`src/rtl/aes_pkg.sv`:
```
// Shared AES SubBytes definitions: FSM states, byte-position helpers and S-box tables.
// The inverse table is only consumed when AES_INV_SBOX_EN is defined.
package aes_pkg;

  typedef enum logic [1:0] {
    IDLE    = 2'd0,
    ISSUE   = 2'd1,
    CAPTURE = 2'd2,
    DONE    = 2'd3
  } state_t;

  // Index 0 sits in the most significant byte, so SBOX[b] is S(b).
  localparam logic [0:255][7:0] SBOX = {
    128'h637c777bf26b6fc53001672bfed7ab76,
    128'hca82c97dfa5947f0add4a2af9ca472c0,
    128'hb7fd9326363ff7cc34a5e5f171d83115,
    128'h04c723c31896059a071280e2eb27b275,
    128'h09832c1a1b6e5aa0523bd6b329e32f84,
    128'h53d100ed20fcb15b6acbbe394a4c58cf,
    128'hd0efaafb434d338545f9027f503c9fa8,
    128'h51a3408f929d38f5bcb6da2110fff3d2,
    128'hcd0c13ec5f974417c4a77e3d645d1973,
    128'h60814fdc222a908846eeb814de5e0bdb,
    128'he0323a0a4906245cc2d3ac629195e479,
    128'he7c8376d8dd54ea96c56f4ea657aae08,
    128'hba78252e1ca6b4c6e8dd741f4bbd8b8a,
    128'h703eb5664803f60e613557b986c11d9e,
    128'he1f8981169d98e949b1e87e9ce5528df,
    128'h8ca1890dbfe6426841992d0fb054bb16
  };

  localparam logic [0:255][7:0] INV_SBOX = {
    128'h52096ad53036a538bf40a39e81f3d7fb,
    128'h7ce339829b2fff87348e4344c4dee9cb,
    128'h547b9432a6c2233dee4c950b42fac34e,
    128'h082ea16628d924b2765ba2496d8bd125,
    128'h72f8f66486689816d4a45ccc5d65b692,
    128'h6c704850fdedb9da5e154657a78d9d84,
    128'h90d8ab008cbcd30af7e45805b8b34506,
    128'hd02c1e8fca3f0f02c1afbd0301138a6b,
    128'h3a9111414f67dcea97f2cfcef0b4e673,
    128'h96ac7422e7ad3585e2f937e81c75df6e,
    128'h47f11a711d29c5896fb7620eaa18be1b,
    128'hfc563e4bc6d279209adbc0fe78cd5af4,
    128'h1fdda8338807c731b11210592780ec5f,
    128'h60517fa919b54a0d2de57a9f93c99cef,
    128'ha0e03b4dae2af5b0c8ebbb3c83539961,
    128'h172b047eba77d626e169146355210c7d
  };

  function automatic logic [7:0] sbox_fwd(input logic [7:0] b);
    return SBOX[b];
  endfunction

  function automatic logic [7:0] sbox_inv(input logic [7:0] b);
    return INV_SBOX[b];
  endfunction

  // Column-major state: byte k holds row k mod 4, column k div 4.
  function automatic logic [1:0] row_of(input logic [3:0] k);
    return k[1:0];
  endfunction

  function automatic logic [1:0] col_of(input logic [3:0] k);
    return k[3:2];
  endfunction

  // Destination of source byte k after ShiftRows (inv=0) or InvShiftRows (inv=1).
  function automatic logic [3:0] shift_pos(input logic [3:0] k, input logic inv);
    logic [1:0] r;
    logic [1:0] c;
    logic [1:0] c_new;
    r = row_of(k);
    c = col_of(k);
    c_new = inv ? (c + r) : (c - r);
    return {c_new, r};
  endfunction

endpackage

```
`src/rtl/aes_sbox_rom.sv`:
```
// One S-box lane: synchronous ROM with a registered output, read only while en is high.
// The inverse table and the inv select exist only when AES_INV_SBOX_EN is defined.
module aes_sbox_rom
  import aes_pkg::*;
(
  input  logic       clk,
  input  logic       en,
  input  logic       inv,
  input  logic [7:0] addr,
  output logic [7:0] data
);

`ifdef AES_INV_SBOX_EN
  always_ff @(posedge clk) begin
    if (en) data <= inv ? sbox_inv(addr) : sbox_fwd(addr);
  end
`else
  logic unused_inv;
  assign unused_inv = inv;

  always_ff @(posedge clk) begin
    if (en) data <= sbox_fwd(addr);
  end
`endif

endmodule

```
`src/rtl/aes_subbytes_seq.sv`:
```
// Multi-lane sequential AES (Inv)SubBytes with optional fused (Inv)ShiftRows.
// Define AES_INV_SBOX_EN to build the inverse tables and honour mode_in.
module aes_subbytes_seq
  import aes_pkg::*;
#(
  parameter int LANES          = 1,
  parameter bit FUSE_SHIFTROWS = 1'b1
) (
  input  logic         clk,
  input  logic         rst,
  input  logic         in_valid,
  output logic         in_ready,
  input  logic         mode_in,
  input  logic [127:0] data_in,
  output logic         out_valid,
  input  logic         out_ready,
  output logic [127:0] data_out,
  output logic         busy
);

  localparam int BEATS  = 16 / LANES;
  localparam int BEAT_W = (BEATS > 1) ? $clog2(BEATS) : 1;

  generate
    if (LANES != 1 && LANES != 2 && LANES != 4 && LANES != 8 && LANES != 16) begin : g_bad_lanes
      $error("aes_subbytes_seq: LANES must be 1, 2, 4, 8 or 16");
    end
  endgenerate

  state_t            state;
  state_t            state_nxt;
  logic [BEAT_W-1:0] beat;
  logic              last_beat;
  logic              accept;
  logic              issue;
  logic              mode_reg;
  logic [0:15][7:0]  src_reg;
  logic [0:15][7:0]  dst_reg;
  logic              wr_vld_p1;
  logic [BEAT_W-1:0] wr_beat_p1;
  logic [7:0]        rom_data [LANES];
  logic [3:0]        dst_idx  [LANES];

  assign last_beat = (beat == BEAT_W'(BEATS - 1));
  assign accept    = in_valid && in_ready;
  assign issue     = (state == ISSUE);

  always_ff @(posedge clk or negedge rst) begin
    if (!rst) state <= IDLE;
    else      state <= state_nxt;
  end

  always_comb begin
    state_nxt = state;
    in_ready  = 1'b0;
    out_valid = 1'b0;
    busy      = 1'b0;
    unique case (state)
      IDLE: begin
        in_ready = rst;
        if (in_valid && rst) state_nxt = ISSUE;
      end
      ISSUE: begin
        busy = 1'b1;
        if (last_beat) state_nxt = CAPTURE;
      end
      CAPTURE: begin
        busy      = 1'b1;
        state_nxt = DONE;
      end
      DONE: begin
        out_valid = 1'b1;
        if (out_ready) state_nxt = IDLE;
      end
      default: state_nxt = IDLE;
    endcase
  end

  always_ff @(posedge clk or negedge rst) begin
    if (!rst)                   beat <= '0;
    else if (accept)            beat <= '0;
    else if (issue && last_beat) beat <= '0;
    else if (issue)             beat <= beat + 1'b1;
  end

  always_ff @(posedge clk) begin
    if (accept) src_reg <= data_in;
  end

`ifdef AES_INV_SBOX_EN
  always_ff @(posedge clk or negedge rst) begin
    if (!rst)        mode_reg <= 1'b0;
    else if (accept) mode_reg <= mode_in;
  end
`else
  logic unused_mode;
  assign unused_mode = mode_in;
  assign mode_reg    = 1'b0;
`endif

  // Stage p0 -> p1: address issued this beat, ROM data lands for the next cycle's write
  always_ff @(posedge clk or negedge rst) begin
    if (!rst) wr_vld_p1 <= 1'b0;
    else      wr_vld_p1 <= issue;
  end

  always_ff @(posedge clk) begin
    wr_beat_p1 <= beat;
  end

  for (genvar j = 0; j < LANES; j++) begin : g_lane
    logic [3:0] src_idx_p0;
    logic [3:0] src_idx_p1;

    assign src_idx_p0 = 4'(int'(beat) * LANES + j);
    assign src_idx_p1 = 4'(int'(wr_beat_p1) * LANES + j);
    assign dst_idx[j] = FUSE_SHIFTROWS ? shift_pos(src_idx_p1, mode_reg) : src_idx_p1;

    aes_sbox_rom u_rom (
      .clk  (clk),
      .en   (issue),
      .inv  (mode_reg),
      .addr (src_reg[src_idx_p0]),
      .data (rom_data[j])
    );
  end

  // Stage p1: scatter each lane's substituted byte to its (shifted) position
  always_ff @(posedge clk or negedge rst) begin
    if (!rst) begin
      dst_reg <= '0;
    end else if (wr_vld_p1) begin
      for (int j = 0; j < LANES; j++) dst_reg[dst_idx[j]] <= rom_data[j];
    end
  end

  assign data_out = dst_reg;

endmodule

```
`config.mk`:
```
export PLATFORM = sky130hd
export DESIGN_NAME = aes_subbytes_seq
export DESIGN_NICKNAME = d
export VERILOG_FILES = /design/src/rtl/aes_pkg.sv /design/src/rtl/aes_sbox_rom.sv /design/src/rtl/aes_subbytes_seq.sv
export SDC_FILE = /design/constraint.sdc
export NUM_CORES = 1
export LEC_CHECK = 0
export BUFFER_PORTS_ARGS = -buffer_cell sky130_fd_sc_hd__buf_2
export CORE_AREA = 5 5 119 206
export CTS_BUF_LIST = sky130_fd_sc_hd__clkbuf_4 sky130_fd_sc_hd__clkbuf_8
export CTS_CLUSTER_DIAMETER = 30
export DETAILED_ROUTE_END_ITERATION = 16
export DIE_AREA = 0 0 124 211
export PLACE_DENSITY = 0.92
export SYNTH_ARGS = -nofsm -noshare
export SYNTH_HDL_FRONTEND = slang
export SYNTH_HIERARCHICAL = 1
export SYNTH_SLANG_ARGS = --single-unit
```
`constraint.sdc`:
```
create_clock -name clk -period 13.62 [get_ports clk]
set_input_delay 0.681 -clock clk [delete_from_list [all_inputs] [get_ports clk]]
set_output_delay 0.681 -clock clk [all_outputs]
set_load 0.05 [all_outputs]
```
==> flow_metrics.py <==
metrics = {
    "cells_and_area": {
        "layout_commonest_cell": "buf_2",
        "syn2layout_area_growth_pct": 16.2,
        "layout.nets": 1492,
        "drive_above_1_share": 0.386,
        "antenna_cells": 0,
        "finalNonFillerCells": 1668,
        "final_cell_mix": "261 x buf_2, 136 x edfxtp_1, 134 x dfrtp_1",
    },
    "detailed_routing": {
        "routedWlPerCell_um": 27.1,
        "routed_wl_um": 45100,
        "viasPerCell": 6.57,
        "ant_nets": 0,
        "dr.pass1.iters": 6,
        "drc": 0,
        "drtIter0Drc": 1366,
        "vias": 10952,
    },
    "global_routing": {
        "grt_use_total": 0.345,
        "grt_max_degree": 97,
        "antenna_found_initial": 0,
        "first_global_vias": 11183,
        "overflow": 0,
        "grt_pass1_wl_um": 67100,
    },
    "clock_tree": {
        "clock_latency_ns": 0.57,
        "clock_sinks": 275,
        "cts_resized": 0,
        "root_buffer": "clkbuf_8",
        "postCtsSetupRepairBufs": 0,
        "ctsHoldBuffers": 0,
        "clkTransAtPathRegs_ns": 0.07,
        "tritoncts": "yes",
        "cts_buffer_depth": 3,
        "cts_buffers": 41,
        "htree_levels": 2,
    },
    "floorplan": {
        "die_w_um": 124,
        "rows": 73,
        "die_area_um2": 26200,
        "pin_count": 264,
        "start_util": 0.613,
        "die_h_um": 211,
        "coreArea_um2": 22600,
    },
    "yosys": {
        "avgSynthCellArea_um2": 12.4,
        "synthCells": 1113,
        "syn_nets": 1267,
        "yosysWarnings": 6,
        "syn_area_um2": 13800,
    },
    "critical_path": {
        "cp_max_fo": 36,
        "crit_path_start_kind": "flip-flop",
        "reg2reg_depth": 14,
        "end_kind": "flip-flop",
        "worst_ep_required_time_ns": 13.88,
        "arrival_ns": 6.37,
        "path_class": "reg2reg",
    },
    "timing": {
        "fin_tns_setup_ns": 0,
        "fmax_mhz": 164,
        "finalHoldViolCount": 0,
        "tightest_slew_ns": 1.22,
        "period_needed_ns": 6.11,
        "slew_headroom": 0.175,
        "rsz0062_at_grt": "no",
        "slew_violations": 0,
        "final-setup-viol-count": 0,
        "period_share": 0.449,
        "skew_ns": 0.0156,
    },
    "placement": {
        "placed_cells": 1595,
        "portBuffers": 262,
        "hpwl_um": 31600,
        "gp_congestion": 1.08,
    },
    "flow_run": {
        "drv_cap": 0,
    },
    "run_status": {
        "status": "completed",
    },
    "min_path": {
        "hp-class": "in2async",
    },
}
[worst max-delay path, stage by stage (launching register included)]
cell and delay (ns):
dfrtp_4 0.61, buf_4 0.61, mux2i_1 0.16, a221oi_1 0.73, o21ai_0 0.20, nand2_1 0.10, buf_4 0.35, inv_1 0.19
ha_1 0.54, nand2b_1 0.50, nand3_1 0.14, a21oi_1 0.32, o21bai_1 0.16, nor4b_1 0.99, nor3_1 0.15
[through the flow]
stage	util	hold slack [ns]	worst slack [ns]	instance area, µm²
floorplan	-	0.368	8.69	13800
global placement	0.672	0.466	7.93	15200
detailed placement	0.672	0.474	8.00	15200
CTS	0.712	0.143	7.95	16100
global route	0.712	0.192	7.28	16100
finish	0.712	0.142	7.51	16100
[worst paths after layout]
kind,slack [ns],from,endpoint
worst max-delay path,7.51,beat[0],g_lane[0].u_rom/data[2]
worst min-delay path,0.14,rst,data_out[97]
worst max register to register,7.51,beat[0],g_lane[0].u_rom/data[2]
worst min register to register,0.49,data_out[45],data_out[45]
max in group asynchronous,12.01,rst,data_out[106]
min in group clk,0.28,data_in[39],src_reg[39]
[final cells by class]
type | count | area [µm²]
multi-input combinational | 727 | 5760
tap | 300 | 375
fill | 1516 | 6490
inverter | 16 | 60.1
clock inverter | 16 | 176
sequential | 275 | 7550
clock buffer | 57 | 722
timing repair buffer | 277 | 1430
[metal layers]
layer | global-route usage | share of wire
met3 | 0.0723 | 0.086
met5 | 0 | 0
met1 | 0.374 | 0.33
met4 | 0.253 | 0.083
met2 | 0.585 | 0.50
Power is left out: the tool's default activity adds up to more than one toggle a clock period on the data nets, which glitch-free logic cannot reach.
